$ cat src/rtl/hwag_ign_channel.sv
// hwag_ign_channel: per-cylinder ignition coil driver fed by the hwag_core angle count.
// The coil is charged from the dwell angle to the spark angle, and a clk-based max-dwell
// timer cuts it off as a safety measure. Host angle writes are double-buffered and are only
// applied at a revolution boundary, so one revolution never mixes old and new settings.
// Optional build macro: HWAG_IGN_DWELL_MEAS_EN (registers the measured dwell on dwell_meas).
module hwag_ign_channel #(
  parameter int ACNT_WIDTH = 24,
  parameter int ACNT_TOP   = 3839,
  parameter int TMR_WIDTH  = 24
) (
  input  logic                  clk,
  input  logic                  rst,
  input  logic                  hwag_start,
  input  logic [ACNT_WIDTH-1:0] acnt,
  input  logic                  angle_tick,
  input  logic                  cfg_wr,
  input  logic [ACNT_WIDTH-1:0] cfg_dwell_angle,
  input  logic [ACNT_WIDTH-1:0] cfg_spark_angle,
  input  logic [TMR_WIDTH-1:0]  cfg_max_dwell,
  output logic                  coil_out,
  output logic                  cfg_pending,
  output logic                  fault_timeout,
  output logic [1:0]            state_out,
  output logic [TMR_WIDTH-1:0]  dwell_meas
);

  typedef enum logic [1:0] {
    S_OFF   = 2'b00,
    S_WAIT  = 2'b01,
    S_DWELL = 2'b10,
    S_SPARK = 2'b11
  } state_t;

  localparam logic [ACNT_WIDTH-1:0] ANGLE_TOP = ACNT_WIDTH'(ACNT_TOP);
  localparam logic [TMR_WIDTH-1:0]  TMR_ONE   = TMR_WIDTH'(1);

  state_t                state;
  logic [TMR_WIDTH-1:0]  timer;
  logic [ACNT_WIDTH-1:0] act_dwell, act_spark, sh_dwell, sh_spark;
  logic [TMR_WIDTH-1:0]  act_max, sh_max;
  logic                  apply_defer;

  logic                  wrap, hit_d, hit_s, timeout;
  logic                  dwell_exit, apply_evt;
  logic [TMR_WIDTH-1:0]  timer_inc;

  // Angle events, cutoff detection and the shadow-apply opportunity for this cycle.
  always_comb begin
    wrap       = angle_tick && (acnt == '0);
    hit_d      = angle_tick && (acnt == act_dwell) && (act_dwell <= ANGLE_TOP);
    hit_s      = angle_tick && (acnt == act_spark) && (act_spark <= ANGLE_TOP);
    timeout    = (act_max != '0) && (timer == (act_max - TMR_ONE));
    timer_inc  = (timer == '1) ? timer : (timer + TMR_ONE);
    dwell_exit = (state == S_DWELL) && (!hwag_start || hit_s || timeout);
    // A wrap seen while charging postpones the apply until the dwell window closes.
    apply_evt  = (state == S_OFF)
              || (wrap && (state != S_DWELL))
              || (dwell_exit && (apply_defer || wrap));
  end

  assign state_out = state;

  // Channel sequencer: coil drive, dwell timer and the sticky cutoff flag.
  always_ff @(posedge clk or negedge rst) begin
    if (!rst) begin
      state         <= S_OFF;
      coil_out      <= 1'b0;
      timer         <= '0;
      fault_timeout <= 1'b0;
    end else begin
      if (cfg_wr) begin
        fault_timeout <= 1'b0;
      end
      if (!hwag_start) begin
        state    <= S_OFF;
        coil_out <= 1'b0;
      end else begin
        case (state)
          S_OFF: begin
            coil_out <= 1'b0;
            state    <= S_WAIT;
          end
          S_WAIT: begin
            coil_out <= 1'b0;
            if (hit_d && (act_dwell != act_spark)) begin
              state    <= S_DWELL;
              coil_out <= 1'b1;
              timer    <= '0;
            end
          end
          S_DWELL: begin
            coil_out <= 1'b1;
            timer    <= timer_inc;
            if (hit_s) begin
              state    <= S_SPARK;
              coil_out <= 1'b0;
            end else if (timeout) begin
              state         <= S_SPARK;
              coil_out      <= 1'b0;
              fault_timeout <= 1'b1;
            end
          end
          S_SPARK: begin
            coil_out <= 1'b0;
            if (angle_tick) begin
              state <= S_WAIT;
            end
          end
          default: begin
            state    <= S_OFF;
            coil_out <= 1'b0;
          end
        endcase
      end
    end
  end

  // Double-buffered configuration: host writes land in shadow, move to active at a boundary.
  always_ff @(posedge clk or negedge rst) begin
    if (!rst) begin
      act_dwell   <= '0;
      act_spark   <= '0;
      act_max     <= '0;
      sh_dwell    <= '0;
      sh_spark    <= '0;
      sh_max      <= '0;
      cfg_pending <= 1'b0;
      apply_defer <= 1'b0;
    end else begin
      if (cfg_wr) begin
        sh_dwell <= cfg_dwell_angle;
        sh_spark <= cfg_spark_angle;
        sh_max   <= cfg_max_dwell;
        if (apply_evt) begin
          act_dwell   <= cfg_dwell_angle;
          act_spark   <= cfg_spark_angle;
          act_max     <= cfg_max_dwell;
          cfg_pending <= 1'b0;
        end else begin
          cfg_pending <= 1'b1;
        end
      end else if (apply_evt && cfg_pending) begin
        act_dwell   <= sh_dwell;
        act_spark   <= sh_spark;
        act_max     <= sh_max;
        cfg_pending <= 1'b0;
      end
      if (apply_evt) begin
        apply_defer <= 1'b0;
      end else if (wrap && (state == S_DWELL) && (cfg_pending || cfg_wr)) begin
        apply_defer <= 1'b1;
      end
    end
  end

`ifdef HWAG_IGN_DWELL_MEAS_EN
  // Capture coil-on time at every dwell end, except when the dwell was killed by loss of sync.
  always_ff @(posedge clk or negedge rst) begin
    if (!rst) begin
      dwell_meas <= '0;
    end else if (dwell_exit && hwag_start) begin
      dwell_meas <= timer_inc;
    end
  end
`else
  assign dwell_meas = '0;
`endif

endmodule

$ cat config.mk
export PLATFORM = sky130hd
export DESIGN_NAME = hwag_ign_channel
export DESIGN_NICKNAME = d
export VERILOG_FILES = /design/src/rtl/hwag_ign_channel.sv
export SDC_FILE = /design/constraint.sdc
export NUM_CORES = 1
export LEC_CHECK = 0
export CAP_MARGIN = 20
export CORE_MARGIN = 2
export CORE_UTILIZATION = 46
export CTS_CLUSTER_SIZE = 24
export DETAILED_ROUTE_END_ITERATION = 8
export PLACE_DENSITY_LB_ADDON = 0.12
export SETUP_SLACK_MARGIN = 0.2
export SLEW_MARGIN = 20
export SYNTH_ARGS = -nofsm -noshare
export SYNTH_HDL_FRONTEND = slang
export SYNTH_SLANG_ARGS = --single-unit
$ cat constraint.sdc
create_clock -name clk -period 4.3 [get_ports clk]
set_clock_uncertainty 0.05 [all_clocks]
set_input_delay 0.43 -clock clk [delete_from_list [all_inputs] [get_ports clk]]
set_output_delay 0.43 -clock clk [all_outputs]
set_load 0.01 [all_outputs]
==> flow_summary.toml <==
[outcome]
outcome = "finished, final reports clean"

[routing]
met1Wirelength_um = 9420
remaining_drc_errors = 0
met2_length_um = 11700
drt_iter0_markers = 263
wl_um = 22600
wl_met3_um = 847
drtAntennaViolNets = 0
vias_per_cell = 5.47
highest_layer = "met4"
dr_total_vias = 6196
first_pass_iters = 4
avgRoutedWirePerCell_um = 19.9

[cts]
htreeDepth = 4
clock_tree.buffer_depth = 2
cts-resized-gates = 0
insertion_delay_ns = 0.44
cts_sinks = 174
cts_setup_buffers = 0
path_clk_slew_ns = 0.07
cts-root-buf = "clkbuf_16"
cts_hold_repair.buffers = 0
cts_tree = "built"
numCtsBuffers = 17

[power]
internal_power_w = 0.00428
ir_drop_v = 0.000329
power.leakage_nw = 4.60
pwr-share-clk_pct = 23.8
pwr-share-seq_pct = 40.6
powerDensity_mw_per_mm2 = 605
p_switching_w = 0.00239
switching_share_pct = 35.8
p_comb_share_pct = 35.6

[die]
rows = 51
die_h_um = 146
coreArea_sq_mm = 0.0196
dieArea_sq_mm = 0.0213
dieWidth_um = 146
initial_core_util_pct = 47.3
pin_count = 130

[critical_path]
slowest_stage = "or4b_4"
cp_slowest_stage_delay_ns = 0.52
arrival_ns = 4.01
crit_type = "reg2reg"
end_kind = "flip-flop"
required_ns = 4.57
crit_path_cell_trace = "inv_1, ha_1, or4b_4, nor4_4, nand4_1, and3_1, a2111oi_4, nand3_2, o21ai_4, buf_12, mux2_4"
startpoint_type = "flip-flop"
critPathMaxFanout = 32

[yosys]
syn_area_sq_mm = 0.00926
synth_seq_cells = 174
synth.top_cell.area_share_pct = 47.0
synth_top_area_cell = "dfrtp_1"
ys_warn_count = 0
synth_edf_count = 0
ys_top_cells_by_count = "dfrtp_1 (174), mux2_2 (75), mux2_4 (70)"
avgSynthCellArea_sq_um = 12.3
synth_cell_types = 65
synthTopCellsByArea = "dfrtp_1 (47%), mux2_4 (11%), mux2_2 (9.1%)"
yosysMostFrequentCell = "dfrtp_1"
synthArstFlopShare_pct = 100
yosys_most_used_dff = "dfrtp_1"
netlist_instances = 750
yosysSeqAreaShare_pct = 47.0

[layout]
stdcell_count = 1132
layout-drive-gt1-share_pct = 22.8
final_nets = 961
fill_cells = 1663
diodes = 0
area_growth_pct = 19.1

[global_route]
grt_pass1_wl_um = 36800
overflow = 0
grt.total_usage_pct = 22.0
grt_max_degree = 97
grt_antenna_before_repair = 0
grt_pass1_vias = 6672

[timing]
min_period_ns = 3.74
hold_viol_final = 0
tns_ns = 0
fin_crit_sh_pct = 86.9
rsz0062_at_grt = "no"
fmax_ghz = 0.268
maxSlewHeadroom_pct = 34.7
tightest_slew_ns = 0.980
slew_viol_final = 0
final-setup-viol-count = 0

[min_path]
hold_path.class = "in2async"

[flow_run]
drv_cap = 0

[place]
io_buffers = 105
place.gp.congestion = 0.897
place_inst = 1099
hpwl_um = 16700
[area by class of cell]
cell class                 instances  area [sq um]  area share, %
clock buffer                      17           425           3.86
tap                              265           332           3.01
timing repair buffer             112          1140           10.3
sequential                       174          4350           39.5
clock inverter                    15           196           1.78
inverter                          18          67.6          0.613
multi-input combinational        531          4510           40.9
[power by group through the flow]
stage / sequential [W] / combinational (W) / clock [W]
floorplan: 0.00249 / 0.00204 / 0
global placement: 0.00274 / 0.00233 / 0
detailed placement: 0.00274 / 0.00237 / 0
CTS: 0.00272 / 0.00238 / 0.00162
global route: 0.00278 / 0.00257 / 0.00170
finish: 0.00270 / 0.00237 / 0.00159
[worst max-delay path: cells and delay by family, from the launching register on]
kind,cells,cell delay [ns]
and+or+nand+nor,5,1.44
AOI/OAI and AO/OA,2,0.71
DFF,1,0.43
buffers and inverters,2,0.41
muxes,1,0.33
adders and majority gates,1,0.21
[final timing paths]
kind                             start       endpoint  cells past startpoint  slack [ns]
setup / recovery            act_max[0]  act_dwell[11]                     11        0.56
setup reg to reg            act_max[0]  act_dwell[11]                     11        0.56
min in group clk           sh_dwell[7]    sh_dwell[7]                      1        0.45
max in group asynchronous          rst   state_out[1]                      2        3.26
hold reg to reg            sh_dwell[7]    sh_dwell[7]                      1        0.45
hold / removal                     rst   sh_spark[16]                      1        0.02
[layout by cell type, fill, tap and decap left out, types with 4 or more instances in the layout]
master / instances
clkbuf_16: 17
nor2_1: 34
mux2_4: 70
a31oi_1: 8
inv_1: 18
nor3_1: 10
xor2_1: 53
dfrtp_1: 174
nand2_1: 16
or3_1: 4
mux2_2: 75
o22ai_1: 4
and2_1: 6
a21oi_1: 9
and3_1: 8
o31ai_1: 8
ha_1: 6
xnor2_1: 41
nand4_1: 29
clkdlybuf4s50_1: 103
nor4_1: 33
clkinv_8: 4
o21ai_0: 25
nand3_1: 12
buf_4: 4
conb_1: 24
[layer usage]
layer	vias to the layer above	track usage (%)
li1	2889	-
met1	3111	27.1
met2	159	38.7
met3	37	3.76
met4	0	8.48
met5	-	0
[state kept, by name, indices dropped and copies added (netlist names)]
register and flops:
apply_defer 1, act_max 24, cfg_pending 1, timer 24, act_dwell 24, coil_out 1, sh_dwell 24, sh_spark 24
sh_max 24, state_out 2, act_spark 24, fault_timeout 1
[cells by family (layout without fill, tap and decap cells)]
family | after synthesis | in the layout | share of synthesized area [%]
flops | 174 | 174 | 47.0
compound gates | 77 | 78 | 5.73
fa+ha+maj | 6 | 6 | 0.811
simple gates | 181 | 181 | 11.5
other cells | 1 | 24 | 0.0405
mux | 148 | 148 | 20.8
xor+xnor | 94 | 94 | 8.89
buf+inv | 69 | 162 | 5.22
[per-stage QoR]
stage / setup WS, ns / total power (W) / cell area (sq um) / hold WS, ns / util [%]
floorplan: 1.00 / 0.00453 / 9340 / 0.0844 / -
global placement: 0.368 / 0.00507 / 10400 / 0.429 / 53.1
detailed placement: 0.302 / 0.00511 / 10400 / 0.435 / 53.1
CTS: 0.282 / 0.00672 / 11000 / 0.0523 / 56.2
global route: 0.243 / 0.00706 / 11000 / 0.0884 / 56.3
finish: 0.564 / 0.00667 / 11000 / 0.0207 / 56.3
Note: power is estimated with default switching activity, not from simulation.
